$ cat config.mk
export PLATFORM = sky130hd
export DESIGN_NAME = tt_ovi_completion
export DESIGN_NICKNAME = d
export VERILOG_FILES = /design/src/rtl/tt_ovi_completion.sv
export SDC_FILE = /design/constraint.sdc
export NUM_CORES = 1
export LEC_CHECK = 0
export BUFFER_PORTS_ARGS = -buffer_cell sky130_fd_sc_hd__buf_4
export CORE_UTILIZATION = 51
export DETAILED_ROUTE_END_ITERATION = 10
export GPL_TIMING_DRIVEN = 0
export PLACE_DENSITY = 0.84
export RECOVER_POWER = 50
export SLEW_MARGIN = 30
export SYNTH_ARGS = -nofsm -noshare
export SYNTH_HDL_FRONTEND = slang
export SYNTH_SLANG_ARGS = --single-unit
$ cat constraint.sdc
create_clock -name clk -period 2.1 [get_ports clk]
set_input_delay 0.42 -clock clk [delete_from_list [all_inputs] [get_ports clk]]
set_output_delay 0.42 -clock clk [all_outputs]
set_load 0.05 [all_outputs]
$ cat src/rtl/tt_ovi_completion.sv
// tt_ovi_completion
//   In-order completion tracker sitting behind the vector issue FIFO. Each
//   instruction issued to the VPU has its sb_id queued. Each VPU retire pulse
//   is paired with the oldest queued sb_id. The match is reported on the OVI
//   completed interface, together with an issue-credit return, one
//   registered cycle after the retire.
//
// Ports
//   clk, reset            clock; asynchronous active-high reset
//   issue_fire/sb_id      instruction handed to the VPU this cycle
//   issue_ready           tracker has room (= !full, from registered count)
//   vpu_retire_*          retire pulse plus its exception/saturation/illegal flags
//   completed_*           registered completion pulse, sb_id and flags
//   issue_credit          credit return, same timing as completed_valid
//   outstanding           current occupancy
//   err_underflow         sticky: a retire arrived while nothing was outstanding
module tt_ovi_completion #(
  parameter int DEPTH = 8,
  parameter int SB_W  = 5
) (
  input  logic                       clk,
  input  logic                       reset,
  input  logic                       issue_fire,
  input  logic [SB_W-1:0]            issue_sb_id,
  output logic                       issue_ready,
  input  logic                       vpu_retire_valid,
  input  logic [4:0]                 vpu_retire_fflags,
  input  logic                       vpu_retire_vxsat,
  input  logic                       vpu_retire_illegal,
  output logic                       completed_valid,
  output logic [SB_W-1:0]            completed_sb_id,
  output logic [4:0]                 completed_fflags,
  output logic                       completed_vxsat,
  output logic                       completed_illegal,
  output logic                       issue_credit,
  output logic [$clog2(DEPTH+1)-1:0] outstanding,
  output logic                       err_underflow
);

  localparam int PW = $clog2(DEPTH);
  localparam int CW = $clog2(DEPTH+1);

  logic [SB_W-1:0] mem [DEPTH];
  logic [PW-1:0]   wr_ptr, rd_ptr;
  logic [CW-1:0]   count;
  logic            full, empty, push, pop;

  assign full  = (count == CW'(DEPTH));
  assign empty = (count == '0);
  // Both decisions use the pre-update count. A retire that arrives together
  // with the first push into an empty tracker is therefore not matched.
  assign push  = issue_fire && !full;
  assign pop   = vpu_retire_valid && !empty;

  assign issue_ready = !full;
  assign outstanding = count;

  // The payload storage needs no reset. The pointers define which entries are valid.
  always_ff @(posedge clk) begin
    if (push) mem[wr_ptr] <= issue_sb_id;
  end

  always_ff @(posedge clk or posedge reset) begin
    if (reset) begin
      wr_ptr            <= '0;
      rd_ptr            <= '0;
      count             <= '0;
      completed_valid   <= 1'b0;
      issue_credit      <= 1'b0;
      completed_sb_id   <= '0;
      completed_fflags  <= '0;
      completed_vxsat   <= 1'b0;
      completed_illegal <= 1'b0;
      err_underflow     <= 1'b0;
    end else begin
      if (push) wr_ptr <= wr_ptr + PW'(1);
      if (pop)  rd_ptr <= rd_ptr + PW'(1);

      case ({push, pop})
        2'b10:   count <= count + CW'(1);
        2'b01:   count <= count - CW'(1);
        default: count <= count;
      endcase

      completed_valid <= pop;
      issue_credit    <= pop;
      // On idle cycles the payload keeps its last value. Only the valid/credit pulse drops.
      if (pop) begin
        completed_sb_id   <= mem[rd_ptr];
        completed_fflags  <= vpu_retire_fflags;
        completed_vxsat   <= vpu_retire_vxsat;
        completed_illegal <= vpu_retire_illegal;
      end

      if (vpu_retire_valid && empty) err_underflow <= 1'b1;
    end
  end

endmodule

## Word-level counts from Yosys, hierarchy flattened

Memory sizes are Yosys's and may differ from the RTL's. A register that Yosys moved wholly into a read port is not among the register bits.
Index checks and enable logic that the tools add are counted.

- Memory bits (writable): 40
- Word-level logic and storage cells: 26
- Bits in registers: 19
- Memories: 1

Memory list:

| name | depth | width | read ports | clocked after memory_dff | write ports | line | source |
|---|---|---|---|---|---|---|---|
| mem | 8 | 5 | 1 | 1 | 1 | 43 | `logic [SB_W-1:0] mem [DEPTH];` |

- Reduce and logical (&&, ||, !) cells: 7
- Multiplexer cells: 3
- Equal/unequal tests: 3
- Add/subtract/negate cells: 4

Operator list:

| operator | number |
|---|---|
| $pmux 4 s2 | 1 |
| $add 3x1->3 const B | 2 |
| $add 4x1->4 const B | 1 |
| $eq 4x4->1 const B | 1 |
| $logic_not 4->1 | 1 |
| $sub 4x1->4 const B | 1 |
| $logic_and 1x1->1 | 3 |
| $eq 2x1->1 const B | 1 |
| $eq 2x2->1 const B | 1 |
| $logic_not 1->1 | 2 |
| $mux 1 | 2 |
| $reduce_bool 2->1 | 1 |

## Depth between registers and ports, before layout

- Depth after elaboration: 5
- Depth in mapped cells: 10
- Gate-level depth less buffers: 9

## Worst setup path before layout

Ideal clock, no wire load.

- Path type: register to register
- From: register count[1] (netlist: outstanding[1])
- To: register count[2] (netlist: outstanding[2])
- Arrival time: 2.524 ns
- Library setup time: 0.125 ns
- Slack: -0.549 ns
- Required time: 1.975 ns
- Buffers on the path: 1
- Stages on the path, launching flop included: 11
- Path through: dfrtp_1 buf_6 or4b_4 nand2_4 ha_1 xor2_1 ha_1 a21oi_1 xor2_1 nor2_1 xor2_1

- Word-level cells in the longest chain between the ends: 5

RTL lines:

| element | line | source |
|---|---|---|
| start: declaration | 45 | `logic [CW-1:0] count;` |
| start signal: assignment | 80 | `2'b10: count <= count + CW'(1);` |
| start signal: assignment | 81 | `2'b01: count <= count - CW'(1);` |
| start signal: assignment | 82 | `default: count <= count;` |
| $eq 4x4->1 (*) | 48 | `assign full = (count == CW'(DEPTH));` |
| $logic_not 1->1 (*) | -- |  |
| via issue_ready | 25 | `output logic issue_ready,` |
| $logic_and 1x1->1 (*) | 52 | `assign push = issue_fire && !full;` |
| $eq 2x1->1 / $eq 2x2->1 (equally long branches) | 79 | `case ({push, pop})` |
| $pmux 4 s2 / $reduce_bool 2->1 (equally long branches) | -- |  |

Mark *: on every way through the listed nets, which the timed path passes. The rest lies on a longest branch.
A chain may end at the register's enable or synchronous reset.

## Worst setup path after layout

- From: register count[2] (netlist: outstanding[2])
- To: register count[2] (netlist: outstanding[2])

- Word-level cells in the longest chain between the ends: 5

RTL lines:

| element | line | source |
|---|---|---|
| $logic_not 4->1 (*) | 49 | `assign empty = (count == '0);` |
| $logic_not 1->1 (*) | 53 | `assign pop = vpu_retire_valid && !empty;` |
| $logic_and 1x1->1 (*) | 53 |  |
| via pop | 46 | `logic full, empty, push, pop;` |
| $eq 2x1->1 / $eq 2x2->1 (equally long branches) | 79 |  |
| $pmux 4 s2 / $reduce_bool 2->1 (equally long branches) | -- |  |

Marks and branches as above.

==> metrics <==
reg-to-reg slack, setup -0.02 ns; RSZ-0062 raised after global routing yes; commonest non-fill, non-tap cell in the layout buf_4; Final Max Tran Viols 0; total global routing overflow 0; worst-case reg-to-reg path depth 10; Routed WL 5210 µm; starting DRC count in detailed routing 109; Crit Path Category flop to flop; Total Power 5.35 mW; Leak Pwr 1.40 nW; commonest cells after routing, fill and taps aside buf_4 (45), edfxtp_1 (40), nand2_1 (35); fmax 0.471 GHz; I/O pin cnt 36; launch point of the worst path outstanding[2]; largest net degree at the start of global routing 25; clk sinks 64; Critical Path End Type flop; full die area 0.00555 mm²; share of cells above drive strength 1 0.371; share of the synthesized area in the top cell type 0.448; peak supply drop 1.06 mV; CTS tree done; HPWL after detailed placement 3320 µm; design area 0.00341 mm²; R2R Path Start outstanding[2]; Async SR Flop Fraction 0.375; vias per cell 5.36; drt pass-1 iters 5; sequential element share of the synthesized area 0.672; flops & latches, synth 64; multi-input logic area 855 µm²; Ant. Diodes 0; final setup violation count 1; CTS buffer count 9; number of max-cap violations 0; worst r2r dst outstanding[2]; die height 74.5 µm; normalized max-slew margin 0.381; Mapped Avg Cell Area 14.3 µm²; Routed Antenna Nets 0; Area Overhead vs Synth 27.3%; P per Cell Area 1570 mW/mm²; Startpoint Class flop; failing checks setup timing; cts hold-fix bufs 0; CORE AREA 0.00507 mm²; Final nets 267; number of global-route vias before repair 1680; Synth area leaders edfxtp_1 (45%), dfrtp_1 (22%), nand2_1 (4.9%); Worst Hold Class primary input to flop; Vias 1721; Worst Path Arrival 2.35 ns; Wirelength per Cell 16.2 µm; final design utilization 0.673; first-pass GRT wire length 7760 µm; global placement routability congestion 0.768; final worst setup slack -0.0230 ns; Final min period 2.12 ns; clk_lat worst skew 0.34 ns; FF/Latch Area 0.00181 mm²; Final Non-Filler Cells 321; Most used DFF post-synth edfxtp_1; synthesized cell area 0.00268 mm²; status finished with violations; final hold violation count 0; placed cell area 0.00306 mm²; crit path to outstanding[2]; clk_skew 0.00725 ns; Hold Slack 0.271 ns; Fillers 372; # DRC 0; Post-synth EDFFs 40; Die Wd 74.5 µm; clock buffer depth 2; area leader, netlist edfxtp_1; Initial Util 0.528; Post-Place Cells 292; Clock Pin Slew Worst Setup and Hold Paths 0.07 ns; H-tree depth 3; initial antenna violation count 0; worst slew pin tran 0.928 ns; Ys Warns 0; CP max FO 6; hold depth 3; CTS root buf clkbuf_8; cell row count 26; Yosys cell types 33; Syn Inst Count 187; Syn Nets 208; GRT Util Overall 0.202; fin crit share 1.01; total negative setup slack -0.0230 ns; DP Worst Slack -0.120 ns; Req. time, crit path 2.32 ns; IO Port Bufs 35
==> synth_stat cells (2+ instances only) <==
| library cell | number |
|---|---|
| nand2b_1 | 4 |
| ha_1 | 5 |
| o22ai_1 | 6 |
| o21ai_1 | 5 |
| edfxtp_1 | 40 |
| a221o_1 | 5 |
| nand2_1 | 35 |
| buf_4 | 3 |
| nor3_1 | 2 |
| buf_6 | 2 |
| xnor2_1 | 5 |
| nor2_1 | 9 |
| xor2_1 | 3 |
| mux2_2 | 11 |
| dfrtp_1 | 24 |
| mux2i_1 | 10 |
| nand3_1 | 2 |
==> worst min path at each step <==
stage | end | slack [ns] | from
after global placement | err_underflow | 0.44 | err_underflow
after CTS | completed_illegal | 0.25 | vpu_retire_illegal
after detailed placement | err_underflow | 0.45 | err_underflow
after floorplan | completed_fflags[0] | 0.43 | reset
final | completed_illegal | 0.27 | vpu_retire_illegal
after global routing | completed_fflags[2] | 0.27 | vpu_retire_fflags[2]
==> what timing repair did <==
action / 4_1_cts / 5_1_grt
resized for setup: 4 / 6
endpoints found under the setup margin: 8 / 13
setup buffers: 8 / 7
pin swaps: 4 / 9
==> report_power, final <==
part	internal, mW	switching, mW	leakage (nW)	total, mW
Combinational	0.917	1.27	0.637	2.19
Sequential	1.67	0.259	0.644	1.93
Clock	0.779	0.456	0.123	1.24
Total	3.37	1.98	1.40	5.35
==> worst max-delay path, cell delays in order (launching register included) <==
cell	delay (ns)
dfrtp_2	0.45
buf_4	0.15
o41ai_4	0.22
bufinv_8	0.24
ha_4	0.15
xor2_1	0.14
ha_2	0.18
a21oi_2	0.11
xor2_1	0.15
nor2_1	0.06
xor2_1	0.15
==> cell type report <==
cell class | count | area share
inverter | 2 | 0.00623
sequential | 64 | 0.529
timing repair buffer | 50 | 0.104
clock buffer | 9 | 0.0363
clock inverter | 7 | 0.0322
tap | 70 | 0.0257
multi-input combinational | 114 | 0.250
buffer | 5 | 0.0158
==> flip-flops by register name (all words and copies together), names as in the netlist <==
signal and count:
completed_fflags 5, completed_illegal 1, completed_sb_id 5, completed_vxsat 1
err_underflow 1, issue_credit 1, mem 40, outstanding 4
rd_ptr 3, wr_ptr 3
==> routing by layer <==
layer | global-route usage | vias to the layer above | share of wire | wire length, µm
met5 | 0 | - | 0 | 0
met4 | 0.130 | 0 | 0.046 | 241
met3 | 0.0678 | 22 | 0.035 | 184
met2 | 0.324 | 53 | 0.53 | 2760
met1 | 0.232 | 853 | 0.39 | 2030
li1 | - | 793 | - | -
==> cell families (layout without fill, tap and decap cells) <==
kind of cell / count (synthesis) / in the layout / synth area share
AND/OR/NAND/NOR: 58 / 58 / 0.0985
buffers and inverters: 9 / 73 / 0.0289
flip-flops: 64 / 64 / 0.672
AO/OA/AOI/OAI: 21 / 21 / 0.0621
adder cells (fa/ha/maj): 5 / 5 / 0.0233
multiplexers: 22 / 22 / 0.0891
XOR/XNOR: 8 / 8 / 0.0261
(Power assumes the default switching activity.)
